==> config.mk <==
export PLATFORM = sky130hd
export DESIGN_NAME = hwpf_nl_issue_ctrl
export DESIGN_NICKNAME = d
export VERILOG_FILES = /design/src/rtl/hwpf_nl_issue_ctrl.sv
export SDC_FILE = /design/constraint.sdc
export NUM_CORES = 1
export LEC_CHECK = 0
export CELL_PAD_IN_SITES_DETAIL_PLACEMENT = 1
export CELL_PAD_IN_SITES_GLOBAL_PLACEMENT = 1
export CORE_MARGIN = 2
export CORE_UTILIZATION = 40
export CTS_CLUSTER_SIZE = 24
export DETAILED_ROUTE_END_ITERATION = 12
export PLACE_DENSITY_LB_ADDON = 0.1
export SLEW_MARGIN = 20
export SYNTH_ARGS = -nofsm -noshare
export SYNTH_HDL_FRONTEND = slang
export SYNTH_SLANG_ARGS = --single-unit
==> constraint.sdc <==
create_clock -name clk_i -period 7.83 [get_ports clk_i]
set_input_delay 0.783 -clock clk_i [delete_from_list [all_inputs] [get_ports clk_i]]
set_output_delay 0.783 -clock clk_i [all_outputs]
set_load 0.01 [all_outputs]
==> src/rtl/hwpf_nl_issue_ctrl.sv <==
// hwpf_nl_issue_ctrl
//   Issue controller for the next-line hardware prefetcher. Each valid CPU
//   miss lane produces a candidate (next cache line). Candidates are deduped
//   across lanes and filtered against the history FIFO and the pending
//   buffer. New candidates go into a small circular pending buffer. Every
//   surviving candidate is pushed to history, compacted onto the low take
//   lanes. The buffered candidates are issued over a valid/ready handshake,
//   and the number issued but not yet done is capped at MAX_OUTST.
//
// Ports
//   clk_i, rst_ni      clock, asynchronous active-low reset
//   enable_i, flush_i  prefetcher enable; flush drops pending + history
//   miss_valid_i/addr  per-lane miss address from the CPU
//   hist_data_i/valid  history FIFO contents (data_cpu_o / data_valid_o)
//   hist_take_o/addr_o history push lanes (take_req_i / cpu_req_i)
//   hist_lock_o        history lock_i, high whenever state is not ACTIVE
//   hist_flush_o       history flush_i, a combinational copy of flush_i
//   pf_valid_o/addr_o  prefetch request, held stable until accepted
//   pf_ready_i         memory side accepts the request
//   pf_done_i          one outstanding prefetch has completed
//   busy_o             FSM not idle
//   drop_cnt_o         saturating count of candidates refused for lack of space
module hwpf_nl_issue_ctrl #(
  parameter int unsigned INSERTS    = 2,
  parameter int unsigned HIST_DEPTH = 8,
  parameter int unsigned PEND_DEPTH = 4,
  parameter int unsigned MAX_OUTST  = 2,
  parameter int unsigned LINE_BYTES = 64,
  parameter int unsigned ADDR_W     = 32
) (
  input  logic                                clk_i,
  input  logic                                rst_ni,
  input  logic                                enable_i,
  input  logic                                flush_i,
  input  logic [INSERTS-1:0]                  miss_valid_i,
  input  logic [INSERTS-1:0][ADDR_W-1:0]      miss_addr_i,
  input  logic [HIST_DEPTH-1:0][ADDR_W-1:0]   hist_data_i,
  input  logic [HIST_DEPTH-1:0]               hist_valid_i,
  output logic [INSERTS-1:0]                  hist_take_o,
  output logic [INSERTS-1:0][ADDR_W-1:0]      hist_addr_o,
  output logic                                hist_lock_o,
  output logic                                hist_flush_o,
  output logic                                pf_valid_o,
  output logic [ADDR_W-1:0]                   pf_addr_o,
  input  logic                                pf_ready_i,
  input  logic                                pf_done_i,
  output logic                                busy_o,
  output logic [15:0]                         drop_cnt_o
);

  localparam int unsigned PW = $clog2(PEND_DEPTH);
  localparam int unsigned CW = PW + 1;
  localparam int unsigned OW = 3;

  localparam logic [ADDR_W-1:0] LINE_MASK = ADDR_W'(LINE_BYTES - 1);
  localparam logic [ADDR_W-1:0] LINE_INC  = ADDR_W'(LINE_BYTES);

  localparam logic [1:0] S_IDLE   = 2'd0;
  localparam logic [1:0] S_ACTIVE = 2'd1;
  localparam logic [1:0] S_DRAIN  = 2'd2;

  logic [1:0]                            state_q, state_d;
  logic [PW-1:0]                         head_q, head_d;
  logic [PW-1:0]                         tail_q, tail_d;
  logic [CW-1:0]                         cnt_q, cnt_d;
  logic [OW-1:0]                         outst_q, outst_d;
  logic [15:0]                           drop_q, drop_d;
  logic [PEND_DEPTH-1:0][ADDR_W-1:0]     mem_q;

  logic                                  active;
  logic                                  hs;
  logic                                  clear;
  logic [PEND_DEPTH-1:0]                 pend_vld;
  logic [INSERTS-1:0][ADDR_W-1:0]        cand;
  logic [INSERTS-1:0]                    live;
  logic [INSERTS-1:0]                    accept;
  logic [INSERTS-1:0]                    drop;
  logic [INSERTS-1:0]                    push;
  logic [PW-1:0]                         acc_slot [INSERTS];
  logic                                  lv;
  logic                                  hit;
  int unsigned                           free_slots;
  int unsigned                           n_acc;
  int unsigned                           n_drop;
  int unsigned                           rank;
  logic [PW-1:0]                         offs;
  logic [16:0]                           drop_sum;

  assign active = (state_q == S_ACTIVE);

  // Slot s holds a live entry when its distance from head is below count;
  // with a full buffer every slot qualifies.
  always_comb begin
    pend_vld = '0;
    offs     = '0;
    for (int unsigned s = 0; s < PEND_DEPTH; s++) begin
      offs        = PW'(s) - head_q;
      pend_vld[s] = ({1'b0, offs} < cnt_q);
    end
  end

  // Candidate generation, lane dedup, filtering and space allocation.
  // Space is taken from the registered count only, so a pop in the same
  // cycle never frees room for this cycle's candidates.
  always_comb begin
    live       = '0;
    accept     = '0;
    drop       = '0;
    push       = '0;
    cand       = '0;
    lv         = 1'b0;
    hit        = 1'b0;
    n_acc      = 0;
    n_drop     = 0;
    free_slots = PEND_DEPTH - 32'(cnt_q);
    for (int unsigned i = 0; i < INSERTS; i++) begin
      acc_slot[i] = '0;
      cand[i]     = (miss_addr_i[i] & ~LINE_MASK) + LINE_INC;
    end
    for (int unsigned i = 0; i < INSERTS; i++) begin
      lv = active && !flush_i && miss_valid_i[i];
      for (int unsigned j = 0; j < i; j++) begin
        if (live[j] && (cand[j] == cand[i])) lv = 1'b0;
      end
      live[i] = lv;
      hit = 1'b0;
      for (int unsigned h = 0; h < HIST_DEPTH; h++) begin
        if (hist_valid_i[h] && (hist_data_i[h] == cand[i])) hit = 1'b1;
      end
      for (int unsigned s = 0; s < PEND_DEPTH; s++) begin
        if (pend_vld[s] && (mem_q[s] == cand[i])) hit = 1'b1;
      end
      if (lv && !hit) begin
        if (n_acc < free_slots) begin
          accept[i]   = 1'b1;
          acc_slot[i] = tail_q + PW'(n_acc);
          n_acc       = n_acc + 1;
        end else begin
          drop[i] = 1'b1;
          n_drop  = n_drop + 1;
        end
      end
      push[i] = lv && !drop[i];
    end
  end

  // Compact history pushes onto the lowest take lanes.
  always_comb begin
    hist_take_o = '0;
    hist_addr_o = '0;
    rank        = 0;
    for (int unsigned i = 0; i < INSERTS; i++) begin
      if (push[i]) begin
        for (int unsigned k = 0; k < INSERTS; k++) begin
          if (k == rank) begin
            hist_take_o[k] = 1'b1;
            hist_addr_o[k] = cand[i];
          end
        end
        rank = rank + 1;
      end
    end
  end

  assign hist_lock_o  = !active;
  assign hist_flush_o = flush_i;
  assign busy_o       = (state_q != S_IDLE);
  assign drop_cnt_o   = drop_q;

  assign pf_valid_o = active && (cnt_q != '0) && (outst_q < OW'(MAX_OUTST));
  assign pf_addr_o  = pf_valid_o ? mem_q[head_q] : '0;
  assign hs         = pf_valid_o && pf_ready_i;

  always_comb begin
    state_d = state_q;
    case (state_q)
      S_IDLE:   if (enable_i && !flush_i) state_d = S_ACTIVE;
      S_ACTIVE: if (flush_i || !enable_i) state_d = S_DRAIN;
      S_DRAIN:  if ((outst_q == '0) && !flush_i) state_d = S_IDLE;
      default:  state_d = S_IDLE;
    endcase
  end

  // Pending buffer empties on the edge where flush is seen or ACTIVE is left.
  always_comb begin
    clear  = flush_i || (state_d != S_ACTIVE);
    head_d = head_q;
    tail_d = tail_q;
    cnt_d  = cnt_q;
    if (clear) begin
      head_d = '0;
      tail_d = '0;
      cnt_d  = '0;
    end else begin
      head_d = head_q + PW'(hs);
      tail_d = tail_q + PW'(n_acc);
      cnt_d  = cnt_q + CW'(n_acc) - CW'(hs);
    end
  end

  // A done with nothing outstanding is ignored.
  always_comb begin
    outst_d = outst_q;
    if (hs && !(pf_done_i && (outst_q != '0))) begin
      outst_d = outst_q + 1'b1;
    end else if (!hs && pf_done_i && (outst_q != '0)) begin
      outst_d = outst_q - 1'b1;
    end
  end

  always_comb begin
    drop_sum = {1'b0, drop_q} + 17'(n_drop);
    drop_d   = drop_sum[16] ? 16'hFFFF : drop_sum[15:0];
  end

  always_ff @(posedge clk_i or negedge rst_ni) begin
    if (!rst_ni) begin
      state_q <= S_IDLE;
      head_q  <= '0;
      tail_q  <= '0;
      cnt_q   <= '0;
      outst_q <= '0;
      drop_q  <= '0;
      mem_q   <= '0;
    end else begin
      state_q <= state_d;
      head_q  <= head_d;
      tail_q  <= tail_d;
      cnt_q   <= cnt_d;
      outst_q <= outst_d;
      drop_q  <= drop_d;
      if (!clear) begin
        for (int unsigned i = 0; i < INSERTS; i++) begin
          if (accept[i]) mem_q[acc_slot[i]] <= cand[i];
        end
      end
    end
  end

endmodule

==> results of run 1 <==
sequential cells by signal, indices dropped and copies added, names as in the netlist:
name and cells:
head_q 2, outst_q 3, drop_cnt_o 16, tail_q 2, mem_q 128, cnt_q 3, state_q 2
how the worst max path moves through the flow:
| stage | startpoint | end | slack, ps | depth (start not counted) |
|---|---|---|---|---|
| after detailed placement | miss_addr_i[38] | drop_cnt_o[11]$_DFF_PN0_ | 40 | 26 |
| after floorplan | miss_addr_i[21] | drop_cnt_o[1]$_DFF_PN0_ | 980 | 28 |
| after global routing | miss_addr_i[38] | hist_addr_o[46] | 30 | 19 |
| after CTS | miss_addr_i[40] | hist_addr_o[46] | 5 | 18 |
| final | miss_addr_i[39] | hist_addr_o[46] | 60 | 19 |
| after global placement | miss_addr_i[38] | drop_cnt_o[5]$_DFF_PN0_ | -140 | 27 |
metal layers:
| metal | up-vias | GRT usage | share of wire | routed length [um] |
|---|---|---|---|---|
| li1 | 11543 | - | - | - |
| met1 | 14547 | 0.655 | 0.36 | 57900 |
| met2 | 2782 | 0.788 | 0.42 | 67700 |
| met3 | 785 | 0.141 | 0.13 | 21600 |
| met4 | 4 | 0.371 | 0.090 | 14500 |
| met5 | - | 0 | 0.00021 | 34 |
layout by cell type, fill, tap and decap left out, types with 25 or more instances in the layout:
master,instances
sky130_fd_sc_hd__xnor2_1,456
sky130_fd_sc_hd__clkdlybuf4s50_1,428
sky130_fd_sc_hd__buf_4,314
sky130_fd_sc_hd__nor2_1,197
sky130_fd_sc_hd__xor2_1,157
sky130_fd_sc_hd__dfrtp_1,155
sky130_fd_sc_hd__o21ai_0,132
sky130_fd_sc_hd__nand2_1,128
sky130_fd_sc_hd__nand3_1,124
sky130_fd_sc_hd__and3_1,88
sky130_fd_sc_hd__inv_1,84
sky130_fd_sc_hd__nand4_1,74
sky130_fd_sc_hd__a21oi_1,67
sky130_fd_sc_hd__and2_1,64
sky130_fd_sc_hd__nor4_1,61
sky130_fd_sc_hd__nor3_1,54
sky130_fd_sc_hd__a211o_1,47
sky130_fd_sc_hd__o221ai_1,45
sky130_fd_sc_hd__xnor3_1,45
sky130_fd_sc_hd__nand2b_1,44
sky130_fd_sc_hd__nand3b_1,33
sky130_fd_sc_hd__mux4_2,32
sky130_fd_sc_hd__a2111oi_0,31
sky130_fd_sc_hd__o211ai_1,25
sky130_fd_sc_hd__o22ai_1,25
area by class of cell:
class	instances	share of cell area
inverter	87	0.0105
multi-input combinational	2391	0.589
timing repair buffer	761	0.226
clock buffer	19	0.0143
tap	765	0.0309
antenna	1	0.0000807
sequential	156	0.126
clock inverter	13	0.00335
through the flow:
step | TNS [ps] | instances | setup slack, ps | total power [mW] | hold slack [ps]
2_1_floorplan | 0 | 2878 | 984 | 1.81 | 458
3_3_place_gp | -1540 | 4160 | -144 | 2.59 | 473
3_5_place_dp | 0 | 4160 | 43.4 | 2.64 | 487
4_1_cts | 0 | 4192 | 5.29 | 3.45 | 490
5_1_grt | 0 | 4192 | 28.7 | 3.60 | 513
6_report | 0 | 4193 | 55.7 | 3.54 | 445
cell families (layout without fill, tap and decap cells):
| family | after synthesis | in the layout |
|---|---|---|
| simple gates | 1038 | 1038 |
| xor+xnor | 684 | 684 |
| compound gates | 585 | 585 |
| buf+inv | 331 | 880 |
| flops | 156 | 156 |
| mux | 50 | 50 |
| fa+ha+maj | 22 | 22 |
| other cells | 1 | 13 |
power by group:
part | internal (mW) | leakage, nW | switching, mW
registers | 0.874 | 1.93 | 0.179
clock network | 0.421 | 0.260 | 0.386
logic | 0.739 | 10.1 | 0.941
==> results.md, run 1 <==
- The flow ran to the end, and the final reports show no timing, DRC or antenna violations.
- For the worst setup path, the data required time is 7050 ps.
- The element type at the critical path start is an input port.
- The worst hold path belongs to the class input port to asynchronous set/reset pin.
- The synthesized-area fraction occupied by xor and xnor cells is 0.288.
- Together, buffers and inverters on the worst path number 6.
- The fraction of final layout cells with drive strength greater than 1 is 0.151.
- CTS placed an instance of sky130_fd_sc_hd__clkbuf_16 at the clock tree root.
- At the worst endpoint, the arrival time is 6990 ps.
- Yosys mapped a number of flops with a built-in enable equal to 0.
- The hold-fix buffer count after cts is 0.
- The overflow left after global routing is 0.
- The share of the synthesized area in the top cell type is 0.180.
- The tool flagged a number of max-cap violations equal to 0.
- Of the synthesized area, sequential elements account for 0.168.
- The floorplan step set the die height to 245 um.
- The synthesized netlist contains 99 unique library cells.
- The row count is 88.
- The number of detailed-route iterations in the first pass is 9.
- The average wire length per cell after detail routing is 38.6 um.
- The first-pass GRT wire length is 224000 um.
- In the routed layout, each cell is associated on average with a via count of 7.07.
- The simple logic cell fraction of the synthesized area is 0.251.
- The effective utilization at floorplan is 0.403.
- The portion of synthesized area spent on multiplexers is 0.0393.
- Setup violations remaining at the end of the flow were counted as 0.
- Relative to the synthesized area, the layout overhead comes to 33.8%.
- The clock buffer count from CTS is 17.
- In the routed design, unresolved DRC markers number 0.
- Among all flip-flop cells after synthesis, the most frequent one is sky130_fd_sc_hd__dfrtp_1.
- The clock passes through at most 2 buffers.
- The main combinational cell family by area after synthesis is XOR/XNOR gates.
- Dividing the final minimum period by the clock period gives 0.993.
- The cell area that synthesis handed to floorplanning was 23200 um2.
- The setup slack of the worst register-to-register path is 540 ps.
- Pin placement for this block handled 454 I/O pins.
- The count of synthesis-stage warnings from yosys is 0.
- The largest fanout of any net on the critical path is 16.
- The kind of critical path is input port to primary output.
- The final design area excluding fillers is 31000 um2.
- The cell depth of the worst flop-to-flop path is 29.
- The die is 245 um wide.
- For this run, the total global-route usage over all layers was measured as 0.526.
- The post-route minimum period is 7770 ps.
- After the first detailed-routing iteration, the DRC count stood at 4780.
- Of all cell types, the one taking the most synthesized area is sky130_fd_sc_hd__xnor2_1.
- The filler cells instantiated in the layout total 6743.
- The share of flip-flops with an asynchronous set or reset is 1.00.
- The half-perimeter wire length after placement is 128000 um.
- The slew at the pin with the worst max-slew slack is 1230 ps.
- The total wirelength of the detailed-routed design is 162000 um.
- The capturing point of the worst reg2reg path is drop_cnt_o[11]$_DFF_PN0_.
- After floorplanning, the core was sized to cover 57500 um2.
- On the worst path, the slowest cell contributes a delay of 670 ps.
- The number of instances in the synthesized netlist is 2867.
- For this run, the share of the core covered by cells in the final layout is 0.539.
- The final worst clock skew is 14.3 ps.
- The compound-gate portion of the synthesized area was 0.182.
- The combined area of the multi-input logic cells is 18200 um2.
- The number of port buffers is 429.
- The fmax is 0.129 GHz.
- Entering global routing, the biggest net connects 107 pins.
- Among all stages on the critical path, the largest delay is contributed by sky130_fd_sc_hd__or4_1.
- The power per cell area is 114 nW/um2.
- The number of antenna violations at the first check in global routing is 6.
- Walking the worst path, the cells encountered are clkdlybuf4s50_1 -> ha_1 -> nand4_1 -> buf_4 -> or4_1 -> and2_1 -> buf_12 -> xnor2_1 -> a2111oi_1 -> nand4_1 -> or4_4 -> nand4b_1 -> nand2b_1 -> buf_4 -> o21ai_0 -> or2_2 -> buf_12 -> nor2_1 -> clkdlybuf4s50_1.
- In this run the tightest slew margin relative to its limit is 0.174.
- In the post-synthesis netlist, the cell with the most instances is sky130_fd_sc_hd__xnor2_1.
- The placement-stage cell area is 30400 um2.
- The synthesized-area fraction occupied by adder cells is 0.0129.
- For this block, the via count after detailed routing is 29661.
- Setup repair after global routing left no endpoint under its margin.
- The insertion delay of the later-clocked pin in the worst-skew pair is 450 ps.
- The post-cts gate resize count is 0.
- Across the VDD grid, the largest voltage drop is 0.000197 V.
- The tree built by TritonCTS fans out to 156 sinks.
- The area occupied by registers is 3910 um2.
- TritonCTS built the clock tree.
- The die area is 59900 um2.
- The number of nets in the layout is 3772.
- By count the netlist is led by sky130_fd_sc_hd__xnor2_1 (475), sky130_fd_sc_hd__nor2_1 (199), sky130_fd_sc_hd__clkbuf_1 (167).
- The element type at the critical path end is a primary output.
- The source of the worst register-to-register timing path is head_q[1]$_DFF_PN0_.
- The leakage power total is 12.3 nW.
- The kind of cell adding the most delay to the critical path is simple AND/OR/NAND/NOR gates.
- In this run the post-CTS setup repair buffer count came out at 0.
- After clock tree synthesis, the clock-pin slew on the worst setup and hold paths is 70 ps.
- The number of pins with negative max-slew slack in the final report is 0.
- The H-tree was split into 4 levels.
- The via count of the first global-routing pass is 29804.
- Routability-driven placement finished with a final weighted congestion of 1.12.
- Sorting the synthesized cells by area gives the leading types as sky130_fd_sc_hd__xnor2_1 (18%), sky130_fd_sc_hd__dfrtp_1 (17%), sky130_fd_sc_hd__xor2_1 (6.0%), sky130_fd_sc_hd__xnor3_1 (4.4%), sky130_fd_sc_hd__nor2_1 (3.2%).
- A synthesized cell averages 8.08 um2.
- Synthesis inferred 156 register bits.
- The number of nets with antenna violations after detailed routing is 0.
- The hold violation total from the final report was 0.
No activity file was read; power rests on OpenSTA's default activity.
==> run 2: changes to the inputs <==
--- a/config.mk
+++ b/config.mk
@@ -8,7 +8,7 @@
 export CELL_PAD_IN_SITES_DETAIL_PLACEMENT = 1
 export CELL_PAD_IN_SITES_GLOBAL_PLACEMENT = 1
 export CORE_MARGIN = 2
-export CORE_UTILIZATION = 40
+export CORE_UTILIZATION = 36
 export CTS_CLUSTER_SIZE = 24
 export DETAILED_ROUTE_END_ITERATION = 12
 export PLACE_DENSITY_LB_ADDON = 0.1
==> constraint.sdc (replaced) <==
create_clock -name clk_i -period 6.79 [get_ports clk_i]
set_input_delay 0.679 -clock clk_i [delete_from_list [all_inputs] [get_ports clk_i]]
set_output_delay 0.679 -clock clk_i [all_outputs]
set_load 0.01 [all_outputs]
==> run 2 against run 1 <==
  * Core utilization grew 0.55 points
  * Worst setup slack lost 45 ps
  * Final cell count grew 12%
  * Global-route usage shrank 1.2 points
  * Sequential cell count is the same
  * Clock power grew 19%
  * Sequential share of layout area shrank 1.4 points
  * Register-to-register slack lost 330 ps
  * Via count grew 6.0%
  * Routed wire length grew 9.3%
==> results.md, run 2 (synthesis results as in run 1) <==
- The run finished with clean final reports.
- The number of top-level pins is 454.
- Among all stages on the critical path, the largest delay is contributed by sky130_fd_sc_hd__or4_4.
- The element type at the critical path start is an input port.
- In this design, the critical path's most frequently occurring cell is sky130_fd_sc_hd__buf_4.
- The first-pass GRT wire length is 242000 um.
- Summing all non-filler instances in the final layout gives an area of 34900 um2.
- The routability congestion estimate from global placement is 1.11.
- The CTS clock-pin slew for the worst setup and hold paths is 70 ps.
- Summed over all cells, the static leakage comes to 15.4 nW.
- The register with the most flip-flops in the final layout is mem_q.
- The worst-case setup slack after placement is -754 ps.
- The CTS sink count is 156.
- The share of total power dissipated in sequential elements is 0.286.
- The utilization after layout is 0.545.
- The pre-antenna-repair detailed-routing pass consisted of 6 iterations.
- The placeable core area is 64000 um2.
- The share of total power consumed by net switching is 0.430.
- The largest single stage delay on the critical path is 730 ps.
- The worst min-delay path category is input port to asynchronous set/reset pin.
- The most frequent standard cell in the layout excluding fill and tap cells is sky130_fd_sc_hd__buf_4.
- The flip-flop count of the largest register, all copies and words added is 128.
- The hold violation total from the final report is 0.
- The die extent in y is 258 um.
- The worst pin sits at a relative slew slack of 0.357.
- The via count of the first global-routing pass is 32134.
- In the layout the commonest cells are sky130_fd_sc_hd__buf_4 (689), sky130_fd_sc_hd__xnor2_1 (452), sky130_fd_sc_hd__clkdlybuf4s50_1 (377).
- Max-cap violations in this run came to 0.
- The detailed router finished its first iteration with 4701 violations.
- The effective utilization at floorplan is 0.362.
- For the worst setup path, the data arrival time is 6100 ps.
- In this run the horizontal extent of the chip is 258 um.
- The synthesis-to-layout area growth is 50.5%.
- The element type at the critical path end is a primary output.
- The fraction of final layout cells with drive strength greater than 1 is 0.250.
- In the final routed layout, each cell accounts on average for 37.8 um.
- The placement-stage cell area is 33700 um2.
- The row count is 93.
- The slew at the pin with the worst max-slew slack is 957 ps.
- The maximum buffer depth of the clock tree is 2.
- Internal power comes to 2.47 mW.
- Using the TritonRoute via totals, the vias-per-cell ratio works out to 6.72.
- For this design, the CTS-stage hold fixing added 0 buffers.
- The post-route fraction of the period consumed by the critical path is 0.998.
- The signal on the critical path passes through clkdlybuf4s50_1 -> buf_4 -> nand3_1 -> nor3_2 -> buf_4 -> xnor2_4 -> xnor2_1 -> or3_1 -> a2111oi_2 -> nand4_1 -> or4_4 -> nand4b_1 -> buf_4 -> nor2b_2 -> a21boi_4 -> buf_4 -> nand3b_1 -> o21ai_1 -> dlygate4sd2_1.
- Global routing finished with a remaining overflow of 0.
- The final worst clock skew is 19.8 ps.
- The net switching power is 1.86 mW.
- Summed over all layers, the routed wires come to 177000 um.
- The die area is 66400 um2.
- The diode insertion count for antenna repair is 0.
- The clock reaches the later pin of the worst-skew pair after 470 ps.
- The number of antenna violations at the first check in global routing came to 9.
- Along the worst path, the maximum fanout reaches 6.
- The combinational fraction of design power is 0.492.
- Across the VDD grid, the largest voltage drop is 0.000315 V.
- For this run, the total global-route usage over all layers was measured as 0.514.
- The number of DRC violations after detailed routing is 0.
- The level count of the clock H-tree is 4.
- The share of total power dissipated in the clock network is 0.221.
- Entering global routing, the biggest net connects 75 pins.
- Hold is met by 235 ps.
- Counting the buffers created by CTS gives 17.
- The count of nets left with antenna violations once routing finished came out at 0.
- Setup violations remaining at the end of the flow were counted as 0.
- The half-perimeter wire length after placement is 143000 um.
- The post-layout worst setup margin is 10.6 ps.
- The kind of critical path is input port to primary output.
- The routed layout has 31448 vias.
- During placement, the flow inserted port buffers numbering 429.
- At the worst endpoint, the required time is 6110 ps.
- The number of pins with negative max-slew slack in the final report is 0.
- The clock root buffer master is sky130_fd_sc_hd__clkbuf_16.
- Based on the critical path, the design can be clocked at up to 0.148 GHz.
- Subtracting the final worst setup slack from the clock period gives 6780 ps.
- The TritonCTS clock tree is built.
- In the final design database the tool counted 4172 nets.
- For this design the ratio of total power to cell area is 124 nW/um2.
==> run 2: cell count changes in the layout (fill, tap and decap cells not counted), sizes merged <==
| cell | delta |
|---|---|
| buf | +399 |
| clkinv | +3 |
| dlymetal6s2s | +49 |
| clkinvlp | -4 |
| diode | -1 |
| clkdlybuf4s50 | -51 |
| or2 | +1 |
| inv | +2 |
| clkbuf | -1 |
| dlygate4sd2 | +2 |
==> run 2: timing repair <==
item | in CTS | in global routing
buffers inserted | 5 | 2
pin swaps | 6 | 7
gates resized for setup | 47 | 97
cloned | 0 | 1
setup endpoints to repair | 70 | 69
==> run 2: final cells by class <==
class | count | area, um2
fillers | 7549 | 29100
flip-flops and latches | 156 | 3910
clock buffers | 18 | 439
multi-input cells | 2392 | 18600
inverters | 87 | 327
well taps | 855 | 1070
repair buffers | 1160 | 10400
clock inverters | 14 | 125
==> run 2: critical path, delay by kind of cell <==
kind / cells / cell delay, ps
XOR/XNOR: 2 / 630
AND/OR/NAND/NOR: 8 / 2290
AO/OA/AOI/OAI: 3 / 930
buffers and inverters: 6 / 1540
==> run 2: worst paths after layout <==
check,startpoint,to,slack (ps),cells past startpoint
max,miss_addr_i[40],hist_addr_o[16],10,19
min,rst_ni,drop_cnt_o[12]$_DFF_PN0_,230,1
max reg2reg,head_q[1]$_DFF_PN0_,drop_cnt_o[14]$_DFF_PN0_,210,27
min reg2reg,mem_q[68]$_DFFE_PN0P_,mem_q[68]$_DFFE_PN0P_,520,1
max in group asynchronous,rst_ni,mem_q[21]$_DFFE_PN0P_,4800,3
min in group clk_i,mem_q[68]$_DFFE_PN0P_,mem_q[68]$_DFFE_PN0P_,520,1
==> run 2: metal layers <==
metal / vias to the layer above / track usage / wire, um
met4: 18 / 0.392 / 17000
met2: 2756 / 0.770 / 74000
li1: 12336 / - / -
met1: 15492 / 0.629 / 64400
met5: - / 0 / 115
met3: 846 / 0.136 / 21200
==> run 2: power groups by stage <==
stage	Combinational (mW)	Sequential, mW	Clock, mW
after floorplan	0.978	1.11	0
after global placement	1.94	1.22	0
after detailed placement	1.98	1.23	0
after CTS	2.02	1.22	0.952
after global routing	2.16	1.23	0.987
final	2.13	1.24	0.956
==> run 2: metrics by stage <==
stage | power [mW] | setup TNS [ps] | instances
3_3_place_gp | 3.15 | -22230 | 4642
5_1_grt | 4.38 | -312 | 4682
4_1_cts | 4.19 | 0 | 4679
6_report | 4.32 | 0 | 4682
3_5_place_dp | 3.22 | -35800 | 4642
2_1_floorplan | 2.09 | 0 | 2878
